--- src/rtl/alu_pkg.sv ---
// alu_pkg: opcodes, ALU function-select encodings and NZCV bit positions
// shared by the ALU issue path. ALU_ISSUE_MUL_EN adds the MUL decode field.
package alu_pkg;

  typedef enum logic [3:0] {
    OP_AND  = 4'd0,
    OP_ORR  = 4'd1,
    OP_ADD  = 4'd2,
    OP_SUB  = 4'd3,
    OP_EOR  = 4'd4,
    OP_LSL  = 4'd5,
    OP_LSR  = 4'd6,
    OP_ANDS = 4'd7,
    OP_ADDS = 4'd8,
    OP_SUBS = 4'd9,
    OP_MUL  = 4'd10
  } op_t;

  // 11..15 are never legal
  localparam logic [3:0] OP_ILL_LO = 4'd11;

  localparam logic [4:0] FS_AND = 5'b00000;
  localparam logic [4:0] FS_ORR = 5'b00100;
  localparam logic [4:0] FS_ADD = 5'b01000;
  localparam logic [4:0] FS_SUB = 5'b01001;
  localparam logic [4:0] FS_EOR = 5'b01100;
  localparam logic [4:0] FS_LSL = 5'b10000;
  localparam logic [4:0] FS_LSR = 5'b10100;

  // flag vector is {v,c,n,z}
  localparam int FLAG_Z = 0;
  localparam int FLAG_N = 1;
  localparam int FLAG_C = 2;
  localparam int FLAG_V = 3;

  typedef struct packed {
    logic [4:0] fs;
    logic       c0;
    logic       sets_flags;
`ifdef ALU_ISSUE_MUL_EN
    logic       is_mul;
`endif
    logic       illegal;
  } dec_t;

  function automatic logic is_sop(input logic [3:0] op);
    return (op == OP_ANDS) || (op == OP_ADDS) ||
           (op == OP_SUBS);
  endfunction

endpackage

--- src/rtl/alu_op_decode.sv ---
// alu_op_decode: opcode to ALU fs/c0 and class bits.
// Op 10 decodes as MUL only when ALU_ISSUE_MUL_EN is defined.
module alu_op_decode
  import alu_pkg::*;
(
  input  logic [3:0] op,
  output dec_t       dec
);

  // pure table lookup; anything unmatched is illegal
  always_comb begin
    dec = '0;
    dec.sets_flags = is_sop(op);
    unique case (1'b1)
      (op == OP_AND) || (op == OP_ANDS):
        dec.fs = FS_AND;
      (op == OP_ORR):
        dec.fs = FS_ORR;
      (op == OP_ADD) || (op == OP_ADDS):
        dec.fs = FS_ADD;
      (op == OP_SUB) || (op == OP_SUBS): begin
        dec.fs = FS_SUB;
        dec.c0 = 1'b1;
      end
      (op == OP_EOR):
        dec.fs = FS_EOR;
      (op == OP_LSL):
        dec.fs = FS_LSL;
      (op == OP_LSR):
        dec.fs = FS_LSR;
`ifdef ALU_ISSUE_MUL_EN
      (op == OP_MUL):
        dec.is_mul = 1'b1;
`endif
      (op >= OP_ILL_LO): begin
        dec = '0;
        dec.illegal = 1'b1;
      end
      default: begin
        dec = '0;
        dec.illegal = 1'b1;
      end
    endcase
  end

endmodule

--- config.mk ---
export PLATFORM = sky130hd
export DESIGN_NAME = alu_op_decode
export DESIGN_NICKNAME = d
export VERILOG_FILES = /design/src/rtl/alu_pkg.sv /design/src/rtl/alu_op_decode.sv
export SDC_FILE = /design/constraint.sdc
export NUM_CORES = 1
export LEC_CHECK = 0
export ABC_AREA = 1
export CAP_MARGIN = 5
export CORE_AREA = 2 2 39 41
export DETAILED_ROUTE_END_ITERATION = 8
export DIE_AREA = 0 0 41 43
export GPL_ROUTABILITY_DRIVEN = 0
export PLACE_DENSITY = 0.3
export SYNTH_ARGS = -nofsm -noshare
export SYNTH_HDL_FRONTEND = slang
export SYNTH_SLANG_ARGS = --single-unit
--- constraint.sdc ---
create_clock -name vclk -period 1.25
set_input_delay 0.25 -clock vclk [all_inputs]
set_output_delay 0.25 -clock vclk [all_outputs]
set_load 0.005 [all_outputs]
==> results.md, run 1 <==
* Status: complete, no violations
* Final setup vio count at 0
* Io pins at 12
* CP startpoint: op[2]
* Net Count, Synth at 31
* Setup WS pre-CTS at -0.634 ns
* DRT antenna net count at 0
* VDD IR-drop max at 0.103 mV
* Max-slew violations at 0
* Die area at between 1500 and 2000 um^2
* Crit-path max FO at 4
* Critical Path AT at a little over 0.9 ns
* Total grt overflow at 0
* Final nets at 45
* RSZ-0062 raised after global routing: no
* Layout cells sized above 1 at 0.462
* Worst EP required at 1.00 ns
* Initial antenna violation count at 0
* Post-Synth Simple-Gate Area at 0.645
* Top-area cell type share of the netlist area at 0.355
* Die X-Extent at approximately 40 um
* Core Area at 1380 um^2
* Synth Warn # at 0
* HP Class: in2out
* Die height at around 43 um
* Cell taking the most area after synthesis: nand2_1
* TritonRoute pass-1 iters at 1
* Synth Area in Adders at 0
* Drt drc at 0
* Area contributors post-synth: nand2_1 (35%), nor2_1 (16%), inv_1 (13%), nor3_2 (8.6%), buf_4 (6.5%)
* Netlist cell types at 10
* Pleak at approximately 0.00014 uW
* Post-route minimum period at between 1 and 1.5 ns
* Fmax at 848 MHz
* Via/cell ratio at approximately 3.4
* Last element of the critical path: dec[6]
* Antenna cells at 0
* Total GRT Usage at 0.0490
* Crit. End Element: output port
* Post-Route Setup TNS at 0 ns
* Final hold violation count at 0
* Fin crit share at 0.943
* Maximum number of pins on one net before global-route repair at 7
* DR iter-0 viols at 0
* Post-route setup slack at just over 0.07 ns
* # fillers at ~160
* Via count at ~190
* Multi-input gate area at around 110 um^2
* Compound-gate portion of the synthesized area at 0.0968
* Post-Syn Instances at 27
* Port Buf Inserts at 11
* WS Path Type: in2out
* Cell Area, Synth at 116 um^2
* Number of global-route vias before repair at between 150 and 200
* Row cnt at 14
* Power per cell area at 282 nW/um^2
* Seq_cells at 0
* Worst hold slack at 0.807 ns
* Clkbuf count at 0
* Kind of start point of the critical path: input port
* FF/Latch Area at 0 um^2
* Initial Utilization at 0.0841
* Detailed placer's ending HPWL at approximately 320 um
* Synth Area in XOR/XNOR at 0
* Syn Area/Cell at about 4.3 um^2
* Final wirelength at around 370 um
* Multiplexer area fraction after synthesis at 0
* Largest family of logic cells by synthesized area: simple AND/OR/NAND/NOR gates
* Synth-to-layout area growth at 117%
* Max-cap violations at 0
* Sequential share of the synthesized area at 0
* First-pass GRT wire length at about 650 um
* Wire length per cell at between 6 and 7 um
[where the power goes]
group | internal (uW) | switching [uW] | leakage [uW] | total (uW)
Combinational | 35.6 | 35.8 | 0.000145 | 71.4
Sequential | 0 | 0 | 0 | 0
Clock | 0 | 0 | 0 | 0
[cells in the final DEF (no fill, tap or decap), drive strengths merged]
master         netlist  routed
o21ai                1       1
nand2               11      11
clkdlybuf4s15        0       4
inv                  4       4
conb                 1       1
nor2                 5       5
clkinv               1       1
o22ai                1       1
nand3                1       1
buf                  1       6
dlygate4sd2          0       2
nor3                 1       1
clkbuf               0       1
[stage by stage]
stage                     utilization  instance area [um^2]  instances  power (uW)
final                           0.183                   253         55        71.4
after detailed placement        0.178                   246         54        74.8
after CTS                       0.184                   255         55        71.3
after global routing            0.183                   253         55        81.4
after global placement          0.178                   246         54        74.9
after floorplan                     -                   116         27        28.1
[how the worst min path moves through the flow]
stage | startpoint | to | depth (start not counted)
3_5_place_dp | op[2] | dec[0] | 4
3_3_place_gp | op[2] | dec[0] | 4
2_1_floorplan | op[1] | dec[1] | 1
6_report | op[0] | dec[5] | 3
4_1_cts | op[0] | dec[5] | 3
5_1_grt | op[0] | dec[5] | 3
[critical path, stage by stage]
cell and delay (ns):
clkbuf_4 0.14, nor2_4 0.11, buf_4 0.12, nand2_1 0.04
nand3_1 0.07, clkdlybuf4s15_2 0.20
[metal layers]
layer	vias to the layer above	GRT usage	share of wire
met5	-	0	0
met3	0	0.00524	0.12
li1	104	-	-
met1	75	0.0728	0.46
met2	9	0.0781	0.42
met4	0	0	0
[Yosys cell counts]
cell type	instances
nor3_2	1
buf_4	1
nor2_1	5
o22ai_1	1
conb_1	1
inv_1	4
nand2_1	11
nand3_1	1
o21ai_0	1
clkinv_1	1
[timing repair]
action / CTS / global route
pin swaps: 2 / 1
setup buffers: 1 / 0
endpoints found under the setup margin: 7 / 7
resized for setup: 37 / 6
hold buffers: 0 / 0
[cell families after synthesis]
group           count (synthesis)
simple gates                   18
buf+inv                         6
other cells                     1
compound gates                  2
[cell type report]
type               instances  share of cell area
inverters                  5              0.0792
well taps                 16              0.0792
multi-input cells         21               0.436
repair buffers            13               0.406
Note: power is estimated with default switching activity, not from simulation.
==> inputs of run 2 (changes only) <==
--- a/config.mk
+++ b/config.mk
@@ -12,6 +12,7 @@
 export DIE_AREA = 0 0 41 43
 export GPL_ROUTABILITY_DRIVEN = 0
 export PLACE_DENSITY = 0.3
+export RECOVER_POWER = 100
 export SYNTH_ARGS = -nofsm -noshare
 export SYNTH_HDL_FRONTEND = slang
 export SYNTH_SLANG_ARGS = --single-unit
==> run 2 against run 1 <==
  * Flip-flop and latch count is the same
  * Hold slack got worse by 0.022 ns
  * Die area unchanged
  * Largest cell class unchanged
  * Highest routed layer unchanged
==> results.md, run 2 (synthesis gave the netlist of run 1 again) <==
* Power per cell area at 283 nW/um^2 (was 282 nW/um^2)
* Multi-input gate area at 105 um^2 (was 110 um^2)
* Status: complete, no violations (unchanged)
* Fin crit share at 0.944 (was 0.943)
* Sequential power share at 0 (about the same)
* Worst EP required at 1.00 ns (about the same)
* Worst hold slack at 0.786 ns (was 0.807 ns)
* Clock group share of total power at 0 (about the same)
* Final nets at 45 (unchanged)
* TritonRoute pass-1 iters at 1 (unchanged)
* Logic pwr share at 1.000 (about the same)
* Clkbuf count at 0 (unchanged)
* First-pass GRT wire length at 648 um (unchanged)
* Seq_cells at 0 (unchanged)
* Total grt overflow at 0 (unchanged)
* Most frequent cells in the layout: nand2_1 (7), nand2_2 (4), inv_1 (3), nor2_1 (3) (was nand2_1 (7), nand2_2 (4), buf_2 (4))
* Initial Utilization at 0.0841 (unchanged)
* Switching pwr at 35.1 uW (was 35.8 uW)
* Die height at 43 um (unchanged)
* Kind of start point of the critical path: input port (unchanged)
* Post-route core utilization at 0.178 (was 0.183)
* Detailed placer's ending HPWL at 318 um (unchanged)
* FF/Latch Area at 0 um^2 (unchanged)
* Most common cell after layout, fill and taps aside: nand2_1 (unchanged)
* RSZ-0062 raised after global routing: no (unchanged)
* Hold_buf cts at 0 (unchanged)
* Via/cell ratio at 3.40 (was 3.42)
* WS Path Type: in2out (unchanged)
* Antenna cells at 0 (unchanged)
* Fmax at 847 MHz (was 848 MHz)
* Design Power at 69.7 uW (was 71.4 uW)
* Die X-Extent at 41 um (unchanged)
* Synth-to-layout area growth at 112% (was 117%)
* Max-cap violations at 0 (unchanged)
* HP Class: in2out (unchanged)
* Crit. End Element: output port (unchanged)
* Number of global-route vias before repair at 165 (unchanged)
* Sw frac at 0.503 (was 0.502)
* Drt drc at 0 (unchanged)
* VDD IR-drop max at 0.102 mV (was 0.103 mV)
* Total GRT Usage at 0.0490 (unchanged)
* Io pins at 12 (unchanged)
* DR iter-0 viols at 0 (unchanged)
* Via count at 187 (was 188)
* DRT antenna net count at 0 (unchanged)
* Row cnt at 14 (unchanged)
* Core Area at 1380 um^2 (unchanged)
* Crit-path max FO at 4 (unchanged)
* # fillers at 165 (was 163)
* Die area at 1760 um^2 (unchanged)
* Final wirelength at 367 um (unchanged)
* Final hold violation count at 0 (unchanged)
* Pleak at 0.000140 uW (was 0.000145 uW)
* Internal Power at 34.6 uW (was 35.6 uW)
* Layout cells sized above 1 at 0.410 (was 0.462)
* Port Buf Inserts at 11 (unchanged)
* Maximum number of pins on one net before global-route repair at 7 (unchanged)
* Final setup vio count at 0 (unchanged)
* Critical Path AT at 0.93 ns (about the same)
* Max-slew violations at 0 (unchanged)
* Post-Route Setup TNS at 0 ns (unchanged)
* Post-route minimum period at 1.18 ns (about the same)
* Wire length per cell at 6.67 um (unchanged)
* Initial antenna violation count at 0 (unchanged)
[run 2: cell types whose count changed in the layout (fill, tap and decap cells not counted)]
| cell | before | now |
|---|---|---|
| clkbuf_2 | 0 | 1 |
| clkbuf_1 | 0 | 1 |
| nor3_1 | 0 | 1 |
| nor3_2 | 1 | 0 |
| buf_2 | 4 | 2 |
[run 2: path summary, 6_finish.rpt]
| path | from | end | cells past startpoint |
|---|---|---|---|
| worst max-delay path | op[2] | dec[6] | 6 |
| worst min-delay path | op[0] | dec[5] | 3 |
[run 2: layout make-up]
class	instances	share of cell area
multi-input cells	21	0.426
repair buffers	13	0.411
inverters	5	0.0812
well taps	16	0.0812
[run 2: timing repair]
item | CTS | global route
pin swaps | 2 | 1
setup buffers | 1 | 0
setup endpoints to repair | 7 | 7
cloned | 0 | 0
resized for setup | 37 | 6
[run 2: worst max-delay path, stage by stage]
cell	delay, ns
clkbuf_4	0.14
nor2_4	0.11
buf_4	0.12
nand2_1	0.04
nand3_1	0.07
clkdlybuf4s15_2	0.20
[run 2: per-stage QoR]
step	instances	area, um^2	setup slack (ns)
final	55	246	0.0699
after global routing	55	246	0.00333
after CTS	55	255	-0.0178
after detailed placement	54	246	-0.634
after global placement	54	246	-0.629
after floorplan	27	116	0.426
[run 2: power by group through the flow]
stage	clock network, uW	registers [uW]	logic (uW)
finish	0	0	69.7
global route	0	0	79.3
floorplan	0	0	28.1
CTS	0	0	71.3
detailed placement	0	0	74.8
global placement	0	0	74.9
[run 2: layer usage]
metal  up-vias  share of wire  wire length [um]  global-route usage
met5         -              0                 0                   0
met4         0              0                 0                   0
met3         0           0.13                48             0.00524
met2         9           0.42               153              0.0781
met1        75           0.45               164              0.0728
li1        103              -                 -                   -
